**config.mk**
```make
export PLATFORM = sky130hd
export DESIGN_NAME = seg7_scan_driver
export DESIGN_NICKNAME = d
export VERILOG_FILES = /design/src/rtl/seg7_pkg.sv /design/src/rtl/seg7_decode.sv /design/src/rtl/seg7_scan_driver.sv
export SDC_FILE = /design/constraint.sdc
export NUM_CORES = 1
export LEC_CHECK = 0
export CAP_MARGIN = 20
export CORE_UTILIZATION = 40
export DETAILED_ROUTE_END_ITERATION = 10
export GPL_TIMING_DRIVEN = 0
export SLEW_MARGIN = 10
export SYNTH_ARGS = -nofsm -noshare
export SYNTH_HDL_FRONTEND = slang
export SYNTH_SLANG_ARGS = --single-unit
export TNS_END_PERCENT = 50
```
**constraint.sdc**
```tcl
create_clock -name clk -period 2.8 [get_ports clk]
set_input_delay 0.28 -clock clk [delete_from_list [all_inputs] [get_ports clk]]
set_output_delay 0.28 -clock clk [all_outputs]
set_load 0.02 [all_outputs]
```
**src/rtl/seg7_pkg.sv**
```systemverilog
// Shared constants for the 7-segment scan driver: active-low digit patterns
// and the idle anode/cathode levels.
package seg7_pkg;

  localparam logic [6:0] SEG_BLANK = 7'h7F;
  localparam logic [6:0] SEG_DASH  = 7'h3F;
  localparam logic [7:0] AN_OFF    = 8'hFF;

  localparam logic [6:0] SEG_DIGITS [0:9] = '{
    7'h40, 7'h79, 7'h24, 7'h30, 7'h19,
    7'h12, 7'h02, 7'h78, 7'h00, 7'h10
  };

  typedef logic [2:0] idx_t;

endpackage

```
**src/rtl/seg7_decode.sv**
```systemverilog
// BCD to active-low 7-segment pattern; non-decimal codes show a dash.
module seg7_decode
  import seg7_pkg::*;
(
  input  logic [3:0] bcd,
  output logic [6:0] seg
);

  // pattern lookup
  always_comb begin
    seg = SEG_DASH;
    case (bcd)
      4'd0:    seg = SEG_DIGITS[0];
      4'd1:    seg = SEG_DIGITS[1];
      4'd2:    seg = SEG_DIGITS[2];
      4'd3:    seg = SEG_DIGITS[3];
      4'd4:    seg = SEG_DIGITS[4];
      4'd5:    seg = SEG_DIGITS[5];
      4'd6:    seg = SEG_DIGITS[6];
      4'd7:    seg = SEG_DIGITS[7];
      4'd8:    seg = SEG_DIGITS[8];
      4'd9:    seg = SEG_DIGITS[9];
      default: seg = SEG_DASH;
    endcase
  end

endmodule

```
**src/rtl/seg7_scan_driver.sv**
```systemverilog
// Eight-digit multiplexed 7-segment driver. Inputs are snapshotted once per
// frame so a refreshing display never tears between two values.
module seg7_scan_driver
  import seg7_pkg::*;
#(
  parameter int SCAN_DIV = 100000
) (
  input  logic       clk,
  input  logic       rst,
  input  logic [3:0] bcd0,
  input  logic [3:0] bcd1,
  input  logic [3:0] bcd2,
  input  logic [3:0] bcd3,
  input  logic [3:0] bcd4,
  input  logic [3:0] bcd5,
  input  logic [3:0] bcd6,
  input  logic [3:0] bcd7,
  input  logic [7:0] dp_in,
  input  logic [7:0] digit_en,
  input  logic       blank_lz,
  output logic [7:0] an,
  output logic [6:0] seg,
  output logic       dp,
  output logic       frame_tick
);

  localparam int             CW      = (SCAN_DIV > 1) ? $clog2(SCAN_DIV) : 1;
  localparam logic [CW-1:0]  CNT_MAX = CW'(SCAN_DIV - 1);

  logic [CW-1:0]     cnt_r;
  idx_t              idx_r;
  logic              tick_s;
  logic              snap_s;
  logic [7:0][3:0]   bcd_s;
  logic [7:0][3:0]   sh_bcd_r;
  logic [7:0]        sh_dp_r;
  logic [7:0]        sh_en_r;
  logic              sh_blz_r;
  logic [7:0]        lz_s;
  logic              zero_run_s;
  logic              visible_s;
  logic [6:0]        dec_seg_s;
  logic [7:0]        an_r;
  logic [6:0]        seg_r;
  logic              dp_r;
  logic              frame_tick_r;

  assign bcd_s  = {bcd7, bcd6, bcd5, bcd4, bcd3, bcd2, bcd1, bcd0};
  assign tick_s = (cnt_r == CNT_MAX);
  assign snap_s = tick_s && (idx_r == 3'd7);

  // prescaler and digit index
  always_ff @(posedge clk) begin
    if (rst) begin
      cnt_r <= '0;
      idx_r <= 3'd0;
    end else begin
      if (tick_s) begin
        cnt_r <= '0;
        idx_r <= idx_r + 3'd1;
      end else begin
        cnt_r <= cnt_r + CW'(1);
      end
    end
  end

  // frame snapshot of all display inputs
  always_ff @(posedge clk) begin
    if (rst) begin
      sh_bcd_r     <= '0;
      sh_dp_r      <= 8'h00;
      sh_en_r      <= 8'h00;
      sh_blz_r     <= 1'b0;
      frame_tick_r <= 1'b0;
    end else begin
      frame_tick_r <= snap_s;
      if (snap_s) begin
        sh_bcd_r <= bcd_s;
        sh_dp_r  <= dp_in;
        sh_en_r  <= digit_en;
        sh_blz_r <= blank_lz;
      end
    end
  end

  // leading-zero mask: digit k blanks when it and every digit above it are zero
  always_comb begin
    lz_s       = 8'h00;
    zero_run_s = sh_blz_r;
    for (int k = 7; k >= 1; k--) begin
      zero_run_s = zero_run_s && (sh_bcd_r[k] == 4'd0);
      lz_s[k]    = zero_run_s;
    end
  end

  // current slot visibility
  always_comb begin
    if (sh_en_r[idx_r] && !lz_s[idx_r]) begin
      visible_s = 1'b1;
    end else begin
      visible_s = 1'b0;
    end
  end

  seg7_decode u_decode (
    .bcd (sh_bcd_r[idx_r]),
    .seg (dec_seg_s)
  );

  // registered pin drivers; only one anode can ever be low
  always_ff @(posedge clk) begin
    if (rst) begin
      an_r  <= AN_OFF;
      seg_r <= SEG_BLANK;
      dp_r  <= 1'b1;
    end else begin
      if (visible_s) begin
        an_r  <= ~(8'h01 << idx_r);
        seg_r <= dec_seg_s;
        dp_r  <= ~sh_dp_r[idx_r];
      end else begin
        an_r  <= AN_OFF;
        seg_r <= SEG_BLANK;
        dp_r  <= 1'b1;
      end
    end
  end

  assign an         = an_r;
  assign seg        = seg_r;
  assign dp         = dp_r;
  assign frame_tick = frame_tick_r;

endmodule
```
==> flow_summary_export.csv <==
group,metric,value,unit
final_layout,drive_gt1_frac,0.101,
global_route,grt_pass1_wl,13700,um
synth,synth_seq_cells,86,
synth,async_flop_share,0,
floorplan,rows,35,
synth,avgSynthCellArea,10.3,um^2
routing,post-route-drc-count,0,
timing,setup_viol,0,
placement,gp_congestion,0.883,
final_layout,layout.nets,506,
floorplan,fp.coreArea,0.00920,mm^2
final_layout,final_common_cell,"dfxtp_1",
synth,synth.cell_area,0.00377,mm^2
cts,cts_sinks,86,
worst_setup_path,worstPathArrival,2.80,ns
routing,wire_per_inst,14.6,um
timing,final_hold_viol_count,0,
global_route,antenna_found_initial,0,
routing,viasPerCell,5.05,
routing,drtPass1Iterations,4,
synth,synth_cell_types,42,
routing,drt_iter0_drc,75,
cts,worstSkewPairLatency,0.35,ns
synth,synth_nets,428,
worst_setup_path,critical_path.startpoint_type,"flop",
worst_setup_path,startpoint,"idx_r[0]",
timing,period_share,0.924,
worst_setup_path,rr_startpoint,"idx_r[0]",
routing,ant_nets,0,
synth,seq_area_frac_synth,0.457,
cts,cts.clk_slew.worst_paths,0.08,ns
timing,min_period,2.59,ns
timing,slew_viol_final,0,
worst_setup_path,critPathRequiredTime,3.02,ns
worst_setup_path,critPathKind,"flop to flop",
final_layout,insertedDiodeCount,0,
cts,clockRootBuffer,"clkbuf_8",
cts,cts_setup_buffers,0,
power_and_ir_drop,power.density,453,mW/mm^2
floorplan,dieArea,0.00981,mm^2
worst_setup_path,crit_fanout,10,
global_route,grt_usage,0.180,
placement,dp_hpwl,6270,um
global_route,grt_start_max_net_pins,14,
power_and_ir_drop,leakage,1.69,nW
power_and_ir_drop,vdd_ir_drop_max,259,uV
routing,vias,2819,
cts,h-tree-depth,3,
global_route,grt_pass1_vias,2856,
run_status,status,"complete, no violations",
final_layout,area.growth.synth_to_final,27.5,%
final_layout,final_core_util,0.522,
floorplan,start_util,0.410,
final_layout,final_cell_mix,"86 x dfxtp_1, 74 x nor2_1, 67 x clkdlybuf4s50_1, 52 x mux2i_1, 14 x nand2_1",
routing,drt-total-wl,8160,um
floorplan,die_height,99.1,um
cts,clock_path_buffers,2,
global_route,grt-ovfl-total,0,
cts,tritoncts,"built",
synth,synthFlopType,"dfxtp_1",
worst_hold_path,hold_start,"cnt_r[0]",
timing,max_freq,387,MHz
final_layout,fillers,853,
timing,slew-limit-headroom,0.643,
cts,numCtsBuffers,9,
synth,synth_warnings,0,
placement,port_buffers,67,
floorplan,die-width,99.1,um
worst_setup_path,cp-end-kind,"flop",
synth,synth-edff-count,0,
synth,syn_inst,365,
floorplan,pin_count,68,
timing,setup_ws,0.214,ns
flow_run,max_cap_violations,0,
worst_hold_path,hp-class,"flop to flop",
timing,worst_slew_pin_slew,0.535,ns
timing,fin_skew,0.00484,ns
placement,place_ws,-0.256,ns
through the flow:
| step | TNS (ns) | instances | total power (W) | hold WS (ns) | cell area [um^2] |
|---|---|---|---|---|---|
| 6_report | 0 | 558 | 0.00217 | 0.480 | 4800 |
| 2_1_floorplan | 0 | 365 | 0.00128 | 0.427 | 3770 |
| 5_1_grt | -0.0139 | 558 | 0.00227 | 0.503 | 4800 |
| 3_3_place_gp | -1.12 | 543 | 0.00136 | 0.448 | 4580 |
| 4_1_cts | 0 | 558 | 0.00220 | 0.483 | 4780 |
| 3_5_place_dp | -1.01 | 543 | 0.00136 | 0.463 | 4580 |
timing repair:
| item | in CTS | in global routing |
|---|---|---|
| gates resized for setup | 5 | 4 |
| endpoints found under the setup margin | 7 | 5 |
| hold buffers | 0 | 0 |
sequential cells by signal, summed over array words and instances (netlist names):
| name | flops |
|---|---|
| sh_bcd_r | 32 |
| cnt_r | 17 |
| an | 8 |
| sh_dp_r | 8 |
| sh_en_r | 8 |
| seg | 7 |
| idx_r | 3 |
| dp | 1 |
| frame_tick | 1 |
| sh_blz_r | 1 |
critical path: stages, from the launching register on:
cell	delay, ns
dfxtp_1	0.37
clkbuf_4	0.24
buf_6	0.19
mux4_2	0.55
mux2i_4	0.24
inv_1	0.10
ha_1	0.19
mux2_2	0.27
o21ai_0	0.17
o211ai_1	0.11
cells in the mapped netlist (all sizes together), types with 2 or more instances:
cell / number / area share
dfxtp: 86 / 0.46
nor2: 74 / 0.074
mux2i: 55 / 0.15
nand2: 14 / 0.014
clkbuf: 12 / 0.012
ha: 12 / 0.040
mux4: 12 / 0.073
inv: 10 / 0.010
nand4: 9 / 0.015
buf: 8 / 0.014
nor4: 8 / 0.013
o211ai: 8 / 0.016
o21ai: 8 / 0.011
xnor2: 8 / 0.019
xor2: 8 / 0.019
nand3: 7 / 0.0093
and3: 3 / 0.0053
nor3: 3 / 0.0053
a21oi: 2 / 0.0027
mux2: 2 / 0.0060
o21a: 2 / 0.0040
o221ai: 2 / 0.0047
kinds of logic after synthesis:
logic type | after synthesis | share of synthesized area
flops | 86 | 0.457
simple gates | 124 | 0.149
fa+ha+maj | 12 | 0.0399
xor+xnor | 16 | 0.0372
buf+inv | 31 | 0.0365
compound gates | 27 | 0.0521
mux | 69 | 0.228
path summary, 6_finish.rpt:
check | end | slack, ns | cells past startpoint
max | seg[0] | 0.21 | 9
min | cnt_r[0] | 0.48 | 1
max reg2reg | seg[0] | 0.21 | 9
min reg2reg | cnt_r[0] | 0.48 | 1
where the power goes:
| part | internal, W | switching, W | leakage [nW] |
|---|---|---|---|
| Clock | 0.000429 | 0.000412 | 0.0952 |
| Combinational | 0.0000685 | 0.0000363 | 0.905 |
| Sequential | 0.00123 | 0.00000384 | 0.694 |
| Total | 0.00172 | 0.000452 | 1.69 |
area by class of cell:
class / instances / area, um^2 / share of cell area
multi-input cells: 248 / 1930 / 0.403
plain buffers: 20 / 108 / 0.0224
clock buffers: 11 / 141 / 0.0294
repair buffers: 67 / 671 / 0.140
well taps: 111 / 139 / 0.0289
flip-flops and latches: 86 / 1720 / 0.359
clock inverters: 4 / 47.5 / 0.00990
inverters: 11 / 41.3 / 0.00860
routing by layer:
layer  GRT usage  up-vias  wire [um]  part of all wire
met4      0.0633        0        181             0.022
met2       0.283       71       3650              0.45
met5           0        -          0                 0
li1            -     1439          -                 -
met3      0.0468       16        349             0.043
met1       0.239     1293       3970              0.49
Note: power is estimated with default switching activity, not from simulation.
==> patch: new RTL, same settings <==
Register the input `bcd0` before use, without a reset. The logic sees it one clock later. The other inputs are not delayed to match.
--- a/src/rtl/seg7_scan_driver.sv
+++ b/src/rtl/seg7_scan_driver.sv
@@ -27,6 +27,12 @@
   localparam int             CW      = (SCAN_DIV > 1) ? $clog2(SCAN_DIV) : 1;
   localparam logic [CW-1:0]  CNT_MAX = CW'(SCAN_DIV - 1);
 
+  logic [3:0] bcd0_q;
+
+  always_ff @(posedge clk) begin
+    bcd0_q <= bcd0;
+  end
+
   logic [CW-1:0]     cnt_r;
   idx_t              idx_r;
   logic              tick_s;
@@ -45,7 +51,7 @@
   logic              dp_r;
   logic              frame_tick_r;
 
-  assign bcd_s  = {bcd7, bcd6, bcd5, bcd4, bcd3, bcd2, bcd1, bcd0};
+  assign bcd_s  = {bcd7, bcd6, bcd5, bcd4, bcd3, bcd2, bcd1, bcd0_q};
   assign tick_s = (cnt_r == CNT_MAX);
   assign snap_s = tick_s && (idx_r == 3'd7);
 
Formal check against the unedited RTL: no difference found for any inputs over 10 cycles, from zero or initial values and one cycle with rst high; that may be too few to reach the edited logic, so the function may still have changed.
==> patch against the unedited design <==
Die area rose by 3.7%. Area after synthesis grew 3.8%. Sequential share of layout area grew 0.50 points. Wire length up 1.4%. Synthesized cell count increased by 1.6%. Sequential cell count is 4 higher. Hold slack worse by 110 ps. Power grew 3.3%. Highest routed layer unchanged. Count of clock-buffer cells in the layout grew 1. Setup slack worse by 36 ps. Final area increased by 3.2%. Core utilization grew 0.67 points. Sequential power grew 5%.
==> patch: results (changes against the unedited design) <==
| Metric | Value |
|---|---|
| Status | completed |
| Multiplexer share of the synthesized area | 0.2208 (-0.007363) |
| Inst Count DP | 567 (+4.4%) |
| Global routing met2 resource utilization | 0.2777 (-0.005287) |
| Area after DPL | 4742 um2 (+3.6%) |
| P_leak | 1.761 nW (+4.0%) |
| M3 GR Usage | 0.02913 (-0.01768) |
| Crit path DAT | 2830 ps (+30 ps) |
| Iter 0 DRT Violations | 90 (+20%) |
| Routed wl met3 | 452 um (+30%) |
| Critical Path Max Stage Delay | 620 ps (+70 ps) |
| Reg2reg setup slack | 180 ps (-40 ps) |
| Hpwl dp | 6304 um (+0.59%) |
| Fin Clk Skew | 11.82 ps (+6.974 ps) |
| HP Start | bcd0[0] |
| Compound-Gate Fraction of Synth Area | 0.05216 (about the same) |
| DR WL/cell | 14.19 um (-2.9%) |
| Worst Hold Class | input pin to flop |
| Met1 GRT Util | 0.2465 (+0.007763) |
| Nets | 513 (+1.4%) |
| Xor and xnor area share after synthesis | 0.03584 (-0.001357) |
| Synth Area in Adders | 0.03840 (-0.001454) |
| Layout cells sized above 1 | 0.1123 (+0.01166) |
| Final Non-Filler Cells | 583 (+4.5%) |
| VDD IR max | 0.2475 mV (-4.4%) |
| Power Dens Cells | 453.4 nW/um2 (+0.12%) |
[patch: worst max-delay path: cells and delay by family (launching register included)]
family                     cells  cell delay (ps)
AOI/OAI and AO/OA              2              300
buffers and inverters          3              470
adders and majority gates      1              200
DFF                            1              400
muxes                          3             1120
[patch: how the worst max path moves through the flow]
stage / startpoint / endpoint / slack (ps) / cells past startpoint
floorplan: idx_r[0] / seg[0] / 410 / 9
global placement: idx_r[0] / seg[0] / 50 / 9
detailed placement: idx_r[0] / seg[0] / -10 / 9
CTS: idx_r[0] / seg[0] / 60 / 9
global route: idx_r[0] / seg[0] / 30 / 9
finish: idx_r[0] / seg[0] / 180 / 9
[patch: cell type report]
cell class | instances | area [um2]
Tap cell | 129 | 161.4
Inverter | 11 | 41.29
Buffer | 20 | 115.1
Multi-Input combinational cell | 250 | 1973
Sequential cell | 90 | 1802
Fill cell | 907 | 4415
Clock buffer | 12 | 145.1
Timing Repair Buffer | 68 | 678.2
Clock inverter | 3 | 40.04
